**config.mk**
```make
export PLATFORM = sky130hd
export DESIGN_NAME = constraint_sample_driver_flat
export DESIGN_NICKNAME = d
export VERILOG_FILES = /design/src/rtl/constraint_sample_driver_if.sv /design/src/rtl/constraint_sample_driver.sv /design/src/flat_wrapper.sv
export SDC_FILE = /design/constraint.sdc
export NUM_CORES = 1
export LEC_CHECK = 0
export ABC_AREA = 0
export CELL_PAD_IN_SITES_DETAIL_PLACEMENT = 1
export CELL_PAD_IN_SITES_GLOBAL_PLACEMENT = 1
export CORE_UTILIZATION = 35
export CTS_CLUSTER_SIZE = 24
export DETAILED_ROUTE_END_ITERATION = 8
export GPL_TIMING_DRIVEN = 0
export PLACE_DENSITY = 0.85
export SYNTH_ARGS = -nofsm -noshare
export SYNTH_HDL_FRONTEND = slang
export SYNTH_SLANG_ARGS = --single-unit
```
**constraint.sdc**
```tcl
create_clock -name clk -period 2.72 [get_ports clk]
set_input_delay 0.544 -clock clk [delete_from_list [all_inputs] [get_ports clk]]
set_output_delay 0.544 -clock clk [all_outputs]
set_load 0.005 [all_outputs]
```
**src/rtl/constraint_sample_driver_if.sv**
```systemverilog
// Handshake and data bundle between the sample driver, its request controller,
// the external constraint checker and the sample consumer.
interface constraint_sample_driver_if #(
    parameter int unsigned VEC_W = 64,
    parameter int unsigned CNT_W = 16
);
    logic             start;
    logic [CNT_W-1:0] n_samples;
    logic             seed_load;
    logic [31:0]      seed_in;
    logic [VEC_W-1:0] cand_out;
    logic             chk_sat;
    logic             sample_valid;
    logic             sample_ready;
    logic [VEC_W-1:0] sample_data;
    logic             busy;
    logic             done;
    logic             timeout;
    logic [CNT_W-1:0] accepted_count;

    // Environment side: controller, checker and consumer.
    modport master (
        output start, n_samples, seed_load, seed_in, chk_sat, sample_ready,
        input  cand_out, sample_valid, sample_data, busy, done, timeout, accepted_count
    );

    // Driver side.
    modport slave (
        input  start, n_samples, seed_load, seed_in, chk_sat, sample_ready,
        output cand_out, sample_valid, sample_data, busy, done, timeout, accepted_count
    );
endinterface

```
**src/rtl/constraint_sample_driver.sv**
```systemverilog
// Generates xorshift candidates, drives them to an external combinational
// checker and streams out only the candidates the checker accepts.
module constraint_sample_driver #(
    parameter int unsigned VEC_W     = 64,
    parameter logic [31:0] SEED      = 32'h0000_0001,
    parameter int unsigned MAX_TRIES = 1024,
    parameter int unsigned CNT_W     = 16
) (
    input logic                       clk,
    input logic                       rst,
    constraint_sample_driver_if.slave bus
);
    localparam int unsigned W      = (VEC_W + 31) / 32;
    localparam int unsigned WIDE_W = W * 32;
    localparam int unsigned WIDX_W = (W > 1) ? $clog2(W) : 1;
    localparam int unsigned TRY_W  = $clog2(MAX_TRIES + 1);

    localparam logic [31:0]       SEED_INIT = (SEED == 32'd0) ? 32'd1 : SEED;
    localparam logic [WIDX_W-1:0] LAST_WORD = WIDX_W'(W - 1);
    localparam logic [TRY_W-1:0]  TRY_LIMIT = TRY_W'(MAX_TRIES);

    typedef enum logic [1:0] {StIdle, StFill, StCheck, StHold} state_e;

    function automatic logic [31:0] xorshift_next(input logic [31:0] r);
        logic [31:0] x;
        x = r ^ (r << 13);
        x = x ^ (x >> 17);
        x = x ^ (x << 5);
        return x;
    endfunction

    state_e            state_q, state_d;
    logic [31:0]       rng_q, rng_d;
    logic [VEC_W-1:0]  cand_q, cand_d;
    logic [WIDX_W-1:0] widx_q, widx_d;
    logic [TRY_W-1:0]  tries_q, tries_d;
    logic [CNT_W-1:0]  n_q, n_d;
    logic [CNT_W-1:0]  acc_q, acc_d;
    logic              valid_q, valid_d;
    logic              done_q, done_d;
    logic              timeout_q, timeout_d;

    logic [WIDE_W-1:0] fill_wide;
    logic [WIDE_W-1:0] word_mask;
    logic [TRY_W-1:0]  tries_inc;
    logic [CNT_W-1:0]  acc_inc;

    // Next-state logic for the request FSM and all registered outputs.
    always_comb begin
        state_d   = state_q;
        rng_d     = rng_q;
        cand_d    = cand_q;
        widx_d    = widx_q;
        tries_d   = tries_q;
        n_d       = n_q;
        acc_d     = acc_q;
        valid_d   = valid_q;
        done_d    = 1'b0;
        timeout_d = timeout_q;

        // Current generator word replicated into every slot; the mask picks the slot.
        fill_wide = {W{rng_q}};
        word_mask = WIDE_W'(32'hFFFF_FFFF) << (32 * 32'(widx_q));
        tries_inc = (tries_q == TRY_LIMIT) ? tries_q : tries_q + 1'b1;
        acc_inc   = acc_q + 1'b1;

        unique case (state_q)
            StIdle: begin
                // Seed load takes effect before a same-cycle start fills.
                if (bus.seed_load) begin
                    rng_d = (bus.seed_in == 32'd0) ? 32'd1 : bus.seed_in;
                end
                if (bus.start) begin
                    if (bus.n_samples == '0) begin
                        done_d = 1'b1;
                    end else begin
                        n_d       = bus.n_samples;
                        timeout_d = 1'b0;
                        acc_d     = '0;
                        tries_d   = '0;
                        widx_d    = '0;
                        state_d   = StFill;
                    end
                end
            end
            StFill: begin
                cand_d = (cand_q & ~word_mask[VEC_W-1:0])
                       | (fill_wide[VEC_W-1:0] & word_mask[VEC_W-1:0]);
                rng_d  = xorshift_next(rng_q);
                if (widx_q == LAST_WORD) begin
                    widx_d  = '0;
                    state_d = StCheck;
                end else begin
                    widx_d = widx_q + 1'b1;
                end
            end
            StCheck: begin
                tries_d = tries_inc;
                if (bus.chk_sat) begin
                    valid_d = 1'b1;
                    state_d = StHold;
                end else if (tries_inc == TRY_LIMIT) begin
                    timeout_d = 1'b1;
                    done_d    = 1'b1;
                    state_d   = StIdle;
                end else begin
                    state_d = StFill;
                end
            end
            StHold: begin
                if (bus.sample_ready) begin
                    valid_d = 1'b0;
                    acc_d   = acc_inc;
                    tries_d = '0;
                    if (acc_inc == n_q) begin
                        done_d  = 1'b1;
                        state_d = StIdle;
                    end else begin
                        state_d = StFill;
                    end
                end
            end
            default: state_d = StIdle;
        endcase
    end

    // State registers with synchronous reset; a reset abandons any request silently.
    always_ff @(posedge clk) begin
        if (rst) begin
            state_q   <= StIdle;
            rng_q     <= SEED_INIT;
            cand_q    <= '0;
            widx_q    <= '0;
            tries_q   <= '0;
            n_q       <= '0;
            acc_q     <= '0;
            valid_q   <= 1'b0;
            done_q    <= 1'b0;
            timeout_q <= 1'b0;
        end else begin
            state_q   <= state_d;
            rng_q     <= rng_d;
            cand_q    <= cand_d;
            widx_q    <= widx_d;
            tries_q   <= tries_d;
            n_q       <= n_d;
            acc_q     <= acc_d;
            valid_q   <= valid_d;
            done_q    <= done_d;
            timeout_q <= timeout_d;
        end
    end

    assign bus.cand_out       = cand_q;
    assign bus.sample_data    = cand_q;
    assign bus.sample_valid   = valid_q;
    assign bus.busy           = (state_q != StIdle);
    assign bus.done           = done_q;
    assign bus.timeout        = timeout_q;
    assign bus.accepted_count = acc_q;
endmodule

```
**src/flat_wrapper.sv**
```systemverilog
// flat-port wrapper written by rule: the top's interface ports become plain ports
module constraint_sample_driver_flat 
#(
    parameter int unsigned VEC_W     = 64,
    parameter logic [31:0] SEED      = 32'h0000_0001,
    parameter int unsigned MAX_TRIES = 1024,
    parameter int unsigned CNT_W     = 16
)
  (clk, rst, bus_start, bus_n_samples, bus_seed_load, bus_seed_in, bus_chk_sat, bus_sample_ready, bus_cand_out, bus_sample_valid, bus_sample_data, bus_busy, bus_done, bus_timeout, bus_accepted_count);
  constraint_sample_driver_if #(.VEC_W(VEC_W), .CNT_W(CNT_W)) bus_i ();
  input logic clk;
  input logic rst;
  input wire logic [$bits(bus_i.start)-1:0] bus_start;
  input wire logic [$bits(bus_i.n_samples)-1:0] bus_n_samples;
  input wire logic [$bits(bus_i.seed_load)-1:0] bus_seed_load;
  input wire logic [$bits(bus_i.seed_in)-1:0] bus_seed_in;
  input wire logic [$bits(bus_i.chk_sat)-1:0] bus_chk_sat;
  input wire logic [$bits(bus_i.sample_ready)-1:0] bus_sample_ready;
  output wire logic [$bits(bus_i.cand_out)-1:0] bus_cand_out;
  output wire logic [$bits(bus_i.sample_valid)-1:0] bus_sample_valid;
  output wire logic [$bits(bus_i.sample_data)-1:0] bus_sample_data;
  output wire logic [$bits(bus_i.busy)-1:0] bus_busy;
  output wire logic [$bits(bus_i.done)-1:0] bus_done;
  output wire logic [$bits(bus_i.timeout)-1:0] bus_timeout;
  output wire logic [$bits(bus_i.accepted_count)-1:0] bus_accepted_count;
  assign bus_i.start = bus_start;
  assign bus_i.n_samples = bus_n_samples;
  assign bus_i.seed_load = bus_seed_load;
  assign bus_i.seed_in = bus_seed_in;
  assign bus_i.chk_sat = bus_chk_sat;
  assign bus_i.sample_ready = bus_sample_ready;
  assign bus_cand_out = bus_i.cand_out;
  assign bus_sample_valid = bus_i.sample_valid;
  assign bus_sample_data = bus_i.sample_data;
  assign bus_busy = bus_i.busy;
  assign bus_done = bus_i.done;
  assign bus_timeout = bus_i.timeout;
  assign bus_accepted_count = bus_i.accepted_count;
  constraint_sample_driver #(.VEC_W(VEC_W), .SEED(SEED), .MAX_TRIES(MAX_TRIES), .CNT_W(CNT_W)) u_core (.clk(clk), .rst(rst), .bus(bus_i));
endmodule
```
**Yosys cells after proc, flatten, opt, wreduce, memory -nomap -nowiden**

Index checks and enable logic that the tools add are counted.

- Register bits after elaboration: 145
- Output and inout port bits: 148

- Bitwise operators: 8
- Equality and inequality tests: 14
- Reductions and logical operators: 17
- Mux-type cells: 37
- Shift-type cells: 1
- Add/subtract/negate cells: 3

Operators with widths:

| cell | number |
|---|---|
| bitwise AND 64 bit | 2 |
| two-way mux 32 bit | 2 |
| NOT 64 bit | 1 |
| OR 64 bit | 1 |
| one-hot mux 32 bit (2 select lines) | 1 |
| << shifter 32 x 6 -> 64 bit (first input constant) | 1 |
| bitwise XOR 32 bit | 2 |
| two-way mux 16 bit | 3 |
| two-way mux 11 bit | 4 |
| one-hot mux 11 bit (3 select lines) | 1 |
| logical NOT 32 bit | 1 |
| one-hot mux 16 bit (2 select lines) | 1 |
| bitwise XOR 32 x 15 -> 32 bit | 1 |
| == test 11 bit (second input constant) | 2 |
| adder 16 x 1 -> 16 bit (second input constant) | 1 |
| == test 16 bit | 1 |
| logical NOT 16 bit | 1 |
| two-way mux 1 bit | 15 |
| != test 2 bit (second input constant) | 6 |
| AND reduction 4 bit | 3 |
| adder 11 x 1 -> 11 bit (second input constant) | 1 |
| two-way mux 2 bit | 5 |
| nonzero test 2 bit | 5 |
| AND reduction 3 bit | 3 |
| other kinds (12) | 16 |

**Logic depth before layout (Yosys ltp)**

Gate-level depths: netlist of run 1.

- Depth after elaboration: 6
- Mapped depth: 9

**Worst setup path before layout of run 1**

No wires, ideal clock.

- Path type: register to register
- From: register u_core.tries_q[0]
- To: register u_core.state_q[0]
- Data arrival time: 1934 ps
- Setup slack: 661 ps
- Stages on the path, launching flop included: 8
- Period minus slack after synthesis: 2059 ps
- Setup time: 125 ps
- Cell sequence: dfxtp_1 ha_1 and3_4 nand3_2 o31a_1 a2111oi_2 o32a_2 o2bb2ai_1

- Cells in the longest elaborated chain, start to end: 6
- Elaborated cells on any way between the ends: 7

RTL lines:

| what | RTL line | RTL |
|---|---|---|
| from (decl) | constraint_sample_driver.sv:36 | `logic [TRY_W-1:0] tries_q, tries_d;` |
| from (signal assigned) | constraint_sample_driver.sv:145 | `tries_q <= tries_d;` |
| adder 11 x 1 -> 11 bit or == test 11 bit (tied branches) | constraint_sample_driver.sv:64 | `tries_inc = (tries_q == TRY_LIMIT) ? tries_q : tries_q + 1'b1;` |
| two-way mux 11 bit * | constraint_sample_driver.sv:64 |  |
| == test 11 bit * | constraint_sample_driver.sv:102 | `end else if (tries_inc == TRY_LIMIT) begin` |
| two-way mux 1 bit * | constraint_sample_driver.sv:102 |  |
| two-way mux 2 bit * | constraint_sample_driver.sv:99 | `if (bus.chk_sat) begin` |
| one-hot mux 2 bit (4 select lines) * | constraint_sample_driver.sv:67 | `unique case (state_q)` |
| to (signal assigned) | constraint_sample_driver.sv:130 | `state_q <= StIdle;` |
| to (signal assigned) | constraint_sample_driver.sv:141 | `state_q <= state_d;` |
| to (decl) | constraint_sample_driver.sv:32 | `state_e state_q, state_d;` |

Mark *: on every way between the ends. The rest lies on a longest branch, timed or not.
A chain may end at the register's enable or synchronous reset.

**Worst setup path after layout of run 1**

- From: register u_core.acc_q[0], in the netlist u_core.bus.accepted_count[0]
- To: register u_core.done_q, in the netlist u_core.bus.done

- Cells in the longest elaborated chain, start to end: 5

RTL lines:

| what | RTL line | RTL |
|---|---|---|
| from (decl) | constraint_sample_driver.sv:38 | `logic [CNT_W-1:0] acc_q, acc_d;` |
| from (signal assigned) | constraint_sample_driver.sv:136 | `acc_q <= '0;` |
| from (signal assigned) | constraint_sample_driver.sv:147 | `acc_q <= acc_d;` |
| adder 16 x 1 -> 16 bit | constraint_sample_driver.sv:65 | `acc_inc = acc_q + 1'b1;` |
| == test 16 bit | constraint_sample_driver.sv:115 | `if (acc_inc == n_q) begin` |
| two-way mux 1 bit | constraint_sample_driver.sv:115 |  |
| two-way mux 1 bit | constraint_sample_driver.sv:111 | `if (bus.sample_ready) begin` |
| one-hot mux 1 bit (3 select lines) | constraint_sample_driver.sv:67 |  |
| to (signal assigned) | constraint_sample_driver.sv:149 | `done_q <= done_d;` |
| to (decl) | constraint_sample_driver.sv:40 | `logic done_q, done_d;` |

No other way between the ends.

==> results of run 1 <==
power by group:
part / internal (W) / switching, W / leakage, nW / total, W
combinational: 0.000601 / 0.000816 / 2.35 / 0.00142
sequential: 0.00223 / 0.000128 / 1.18 / 0.00236
clock: 0.00147 / 0.00104 / 0.302 / 0.00252
total: 0.00431 / 0.00199 / 3.83 / 0.00629
cell families after synthesis:
group / Yosys count / share of synthesized area
fa+ha+maj: 3 / 0.00485
buf+inv: 163 / 0.113
compound gates: 238 / 0.179
xor+xnor: 87 / 0.0985
simple gates: 397 / 0.226
mux: 2 / 0.00275
flops: 145 / 0.375
per-layer routing:
| layer | track usage | share of wire | wire length (um) |
|---|---|---|---|
| met1 | 0.319 | 0.42 | 12300 |
| met2 | 0.449 | 0.48 | 14200 |
| met3 | 0.0594 | 0.074 | 2190 |
| met4 | 0.0995 | 0.028 | 814 |
| met5 | 0 | 0 | 0 |
worst paths after layout:
kind / slack (ns) / startpoint / cells past startpoint / to
worst min-delay path: 0.46 / u_core.bus.sample_valid / 2 / u_core.bus.sample_valid
worst min register to register: 0.46 / u_core.bus.sample_valid / 2 / u_core.bus.sample_valid
worst max register to register: 0.16 / u_core.bus.accepted_count[0] / 7 / u_core.bus.done
worst max-delay path: 0.16 / u_core.bus.accepted_count[0] / 7 / u_core.bus.done
cell usage in the layout (no fill, tap or decap), types with 4 or more instances in the layout:
cell / instances
nand4_1: 12
clkdlybuf4s50_1: 200
nor2_1: 95
inv_1: 13
nand3_1: 31
o21ai_0: 27
a311oi_1: 8
nand2_1: 183
nand2b_1: 8
dfxtp_1: 145
a211oi_1: 16
clkbuf_2: 5
and3_1: 5
buf_2: 4
nor2b_1: 7
or3_1: 5
buf_4: 66
xnor2_1: 54
o22a_1: 8
nor4_1: 14
clkbuf_1: 72
clkbuf_16: 17
clkinv_4: 6
nor3_1: 19
xor2_1: 33
a21oi_1: 152
a22oi_1: 4
through the flow:
step | setup TNS (ns) | utilization
detailed placement | -5.63 | 0.464
finish | 0 | 0.493
CTS | 0 | 0.492
global route | 0 | 0.493
global placement | -3.11 | 0.464
floorplan | 0 | -
final cells by class:
class / count / area share
buffer: 150 / 0.0774
clock buffer: 17 / 0.0397
clock inverter: 15 / 0.0186
inverter: 13 / 0.00455
multi-input combinational: 727 / 0.369
sequential: 145 / 0.271
tap: 280 / 0.0327
timing repair buffer: 200 / 0.187
worst min-delay path: cells and delay by family (launching register included):
kind	cells	cell delay, ns
DFF	1	0.31
and+or+nand+nor	1	0.05
AOI/OAI and AO/OA	1	0.05
timing repair:
item / in CTS / in global routing
resized for setup: 0 / 7
hold buffers: 0 / 0
setup endpoints to repair: 0 / 8
==> run summary, run 1 <==
DRC violation count after routing: 0
Starting density of the core: 0.355
H-tree Lvls: 4
Top-area cell type share of the netlist area: 0.375
Fillers: 2675
Most common cell in the synthesized netlist: nand2_1
Outcome: complete, no violations
Postcts setup bufs: 0
Commonest cells post-synth: nand2_1 (183), a21oi_1 (152), dfxtp_1 (145), nor2_1 (96), clkbuf_1 (74)
CP Data Arrival Time: 2.90 ns
GPL Wtd Cong: 0.933
Slew Limit Fails: 0
Number of I/O port buffers: 200
Place WS: -0.253 ns
Final setup skew: 0.0138 ns
CP required: 3.07 ns
CP endpoint kind: flop
Total power: 0.00629 W
Initial DRC Count: 439
Yosys warnings: 0
Final Non-Filler Cells: 1547
Critical path class: reg2reg
Post-synthesis async set-or-reset flop share: 0
Inserted Clock Buffers: 17
Full die area: 22700 um2
Clk pin slew, worst setup/hold paths: 0.06 ns
Largest net degree at the start of global routing: 17
Nets: 1311
Routed vias/inst: 5.32
# diodes: 0
Footprint of the multi-input gates: 3960 um2
CORE AREA: 21800 um2
CP Buf/Inv Count: 0
Worst path cell trace: ha_1, nand3_1, nor2_2, a41oi_1, a2111oi_1, nand4_1, o31ai_1
RSZ-0062 raised after global routing: false
Post-synth EDFFs: 0
#FFs+latches synth: 145
Final period utilization: 0.941
Minimum clock period after layout: 2.56 ns
Placed cell count: 1515
Die Wd: 151 um
Main synth FF type: dfxtp_1
Max incr delay on CP: 0.48 ns
GRT Resource Usage Total: 0.263
First-pass GRT wire length: 45200 um
Vias in the first global route: 8290
Clk_lat worst skew: 0.44 ns
Row cnt: 54
TritonRoute pass-1 iters: 6
Final Cell Area: 10700 um2
Placed instance area: 10100 um2
F_max: 391 MHz
Power Density: 587 nW/um2
WL final: 29600 um
Leakage: 3.83 nW
Initial antenna violation count: 0
Synthesized cell area: 7730 um2
Clock Root Buffer: clkbuf_16
Flip-flop and latch area: 2900 um2
Crit path max fanout: 8
Slowest library cell on the worst path: dfxtp_1
Final-report hold violation count: 0
Gr ovfl total: 0
Hpwl dp: 21800 um
Syn Nets: 1092
CTS tree: built
Sequential fraction of the synthesis area: 0.375
Total number of vias: 8231
Post-synthesis cell count: 1035
Die Y-Extent: 151 um
Antenna Nets Post-Route: 0
CP top delay family: simple AND/OR/NAND/NOR gates
Clock sinks: 145
Final Setup Violations: 0
VDD IR max: 0.314 mV
Share of cells above drive strength 1: 0.0955
Maxcap violations: 0
Final Hold Slack: 0.462 ns
CTS max path bufs: 2
Critical Path Start Type: flop
Slew @ Worst Pin: 0.745 ns
Area growth from synthesis to layout: 38.6%
Worst Hold Class: reg2reg
Routed len/inst: 19.1 um
Distinct cells, synth: 55
Max_slew headroom: 0.504
Top cells by area, synth: dfxtp_1 (38%), a21oi_1 (9.8%), nand2_1 (8.9%), buf_4 (6.4%), xnor2_1 (6.1%)
Synth area leader: dfxtp_1
Number of primary I/O pins: 202
Avg Inst Size Synth: 7.47 um2
Fin worst setup slack: 0.161 ns
Note: power is estimated with default switching activity, not from simulation.
==> run 2, diff against run 1 <==
--- a/config.mk
+++ b/config.mk
@@ -12,7 +12,8 @@
 export CTS_CLUSTER_SIZE = 24
 export DETAILED_ROUTE_END_ITERATION = 8
 export GPL_TIMING_DRIVEN = 0
-export PLACE_DENSITY = 0.85
+export MAX_ROUTING_LAYER = met4
+export PLACE_DENSITY = 0.88
 export SYNTH_ARGS = -nofsm -noshare
 export SYNTH_HDL_FRONTEND = slang
 export SYNTH_SLANG_ARGS = --single-unit
==> run 2 against run 1 <==
Core utilization about the same. Clock power fell by 4%. First-iteration DRC count decreased by 3.9%. Register-to-register slack about the same. Wire length increased by 0.39%. Power shrank 1.4%. Global-route usage is 0.79 points higher. Die area unchanged. Critical endpoint is now u_core.state_q[0].
==> run summary, run 2 (same netlist as run 1, synthesis figures left out) <==
Largest net degree at the start of global routing: 19 (+2)
Nets: 1311 (unchanged)
Hold Crit Start: u_core.bus.sample_valid
Clock Root Buffer: clkbuf_16
Die Y-Extent: 151 um (unchanged)
Vias in the first global route: 8383 (+1.1%)
CTS tree: built
Final Setup Violations: 0 (unchanged)
Minimum clock period after layout: 2.55 ns (-0.00522 ns)
Power Density: 579 nW/um2 (-1.4%)
Final Non-Filler Cells: 1548 (+0.065%)
First-pass GRT wire length: 45300 um (+0.31%)
CTS max path bufs: 2 (unchanged)
Fillers: 2680 (+0.19%)
Final Cell Area: 10700 um2 (about the same)
Outcome: complete, no violations
Total power: 0.00621 W (-1.4%)
CTS Hold Bufs: 0 (unchanged)
F_max: 392 MHz (+0.20%)
Initial DRC Count: 422 (-3.9%)
Final period utilization: 0.939 (-0.00192)
CP Data Arrival Time: 2.87 ns (-0.03 ns)
GPL Wtd Cong: 0.951 (+1.9%)
Leakage: 3.83 nW (about the same)
CP endpoint kind: flop
TritonRoute pass-1 iters: 5 (-1)
Area growth from synthesis to layout: 38.6% (about the same)
Gr ovfl total: 0 (unchanged)
CP Buf/Inv Count: 0 (unchanged)
Full die area: 22700 um2 (unchanged)
Antenna Nets Post-Route: 0 (unchanged)
Inserted Clock Buffers: 17 (unchanged)
Initial antenna violation count: 0 (unchanged)
Final-report hold violation count: 0 (unchanged)
Fin util: 0.493 (about the same)
Placed instance area: 10100 um2 (unchanged)
Maxcap violations: 0 (unchanged)
CP required: 3.03 ns (-0.04 ns)
Share of cells above drive strength 1: 0.0971 (+0.00158)
End of the worst hold path: u_core.bus.sample_valid
Worst Hold Depth: 2 (unchanged)
GRT Resource Usage Total: 0.270 (+0.00793)
Postcts setup bufs: 0 (unchanged)
Critical Path Start Type: flop
Crit path max fanout: 9 (+1)
Worst Hold Class: reg2reg
CORE AREA: 21800 um2 (unchanged)
FF-to-FF path depth: 7 (unchanged)
Worst path cell trace: ha_1, and3_4, nand3_2, o31a_1, a2111oi_2, o32a_2, o2bb2ai_1
Number of I/O port buffers: 200 (unchanged)
DRC violation count after routing: 0 (unchanged)
Final setup skew: 0.0158 ns (+0.00193 ns)
Starting density of the core: 0.355 (unchanged)
Clock sinks: 145 (unchanged)
Most common cell after layout, fill and taps aside: clkdlybuf4s50_1
Routed vias/inst: 5.35 (+0.59%)
Number of primary I/O pins: 202 (unchanged)
Total number of vias: 8285 (+0.66%)
Most frequent cells in the layout: clkdlybuf4s50_1 (200), nand2_1 (183), a21oi_1 (152)
Slew Limit Fails: 0 (unchanged)
Die Wd: 151 um (unchanged)
Slowest library cell on the worst path: a2111oi_2
Slew @ Worst Pin: 0.805 ns (+0.0607 ns)
Clk_lat worst skew: 0.45 ns (about the same)
H-tree Lvls: 4 (unchanged)
Setup TNS: 0 ns (unchanged)
Critical path class: reg2reg
Reg-to-Reg End: u_core.state_q[0]
CP top delay family: compound AO/OA/AOI/OAI gates
VDD IR max: 0.353 mV (+12%)
Clk pin slew, worst setup/hold paths: 0.07 ns (about the same)
WL final: 29700 um (+0.39%)
Routed len/inst: 19.2 um (+0.32%)
Placed cell count: 1515 (unchanged)
Footprint of the multi-input gates: 3970 um2 (+0.38%)
FF-to-FF setup slack: 0.17 ns (about the same)
Hpwl dp: 22100 um (+1.5%)
Flip-flop and latch area: 2900 um2 (about the same)
Max_slew headroom: 0.459 (-0.0443)
Max incr delay on CP: 0.62 ns (+0.14 ns)
Row cnt: 54 (unchanged)
R2R Path Start: u_core.tries_q[0]
## run 2: how the worst max path moves through the flow
stage / from / end / slack (ns) / cells after the start
4_1_cts: u_core.bus.accepted_count[0] / u_core.bus.done / 0.11 / 7
3_5_place_dp: bus_n_samples[10] / u_core.n_q[6] / -0.33 / 8
5_1_grt: u_core.bus.accepted_count[2] / u_core.bus.done / -0.001 / 7
2_1_floorplan: u_core.tries_q[0] / u_core.state_q[0] / 0.66 / 7
6_report: u_core.tries_q[0] / u_core.state_q[0] / 0.17 / 7
3_3_place_gp: bus_n_samples[0] / u_core.tries_q[5] / -0.22 / 10
## run 2: through the flow
stage                     hold WS, ns  setup slack [ns]
final                           0.463             0.167
after global routing            0.494          -0.00103
after global placement          0.446            -0.221
after floorplan                 0.448             0.661
after CTS                       0.465             0.111
after detailed placement        0.455            -0.333
## run 2: power breakdown
group          total, W  internal, W  switching, W
registers       0.00236      0.00223      0.000131
logic           0.00142     0.000601      0.000820
clock network   0.00242      0.00126       0.00117
## run 2: timing repair
| action | in CTS | in global routing |
|---|---|---|
| hold endpoints to repair | 0 | 0 |
| endpoints found under the setup margin | 2 | 7 |
| resized for setup | 3 | 6 |
## run 2: final cells by class
| cell class | instances | share of cell area |
|---|---|---|
| Antenna cell | 1 | 0.000233 |
| Buffer | 150 | 0.0773 |
| Timing Repair Buffer | 200 | 0.187 |
| Clock buffer | 17 | 0.0397 |
| Inverter | 13 | 0.00455 |
| Multi-Input combinational cell | 727 | 0.371 |
| Clock inverter | 15 | 0.0172 |
| Sequential cell | 145 | 0.271 |
| Tap cell | 280 | 0.0327 |
## run 2: worst reg2reg max path: cells and delay by family, from the launching register on
kind	cells	cell delay (ns)
adders and majority gates	1	0.37
and+or+nand+nor	2	0.36
AOI/OAI and AO/OA	4	1.23
DFF	1	0.47
## run 2: routing by layer
layer,global-route usage,share of wire,vias up
li1,-,-,3875
met1,0.308,0.41,4041
met2,0.464,0.49,312
met3,0.0506,0.067,57
met4,0.112,0.026,0
met5,-,0,-
==> run 3, diff against run 2 <==
--- a/config.mk
+++ b/config.mk
@@ -12,6 +12,7 @@
 export CTS_CLUSTER_SIZE = 24
 export DETAILED_ROUTE_END_ITERATION = 8
 export GPL_TIMING_DRIVEN = 0
+export HOLD_SLACK_MARGIN = 0.02
 export MAX_ROUTING_LAYER = met4
 export PLACE_DENSITY = 0.88
 export SYNTH_ARGS = -nofsm -noshare
==> results of run 3 <==
The final DEF is identical to that of run 2; final timing and power are the same.
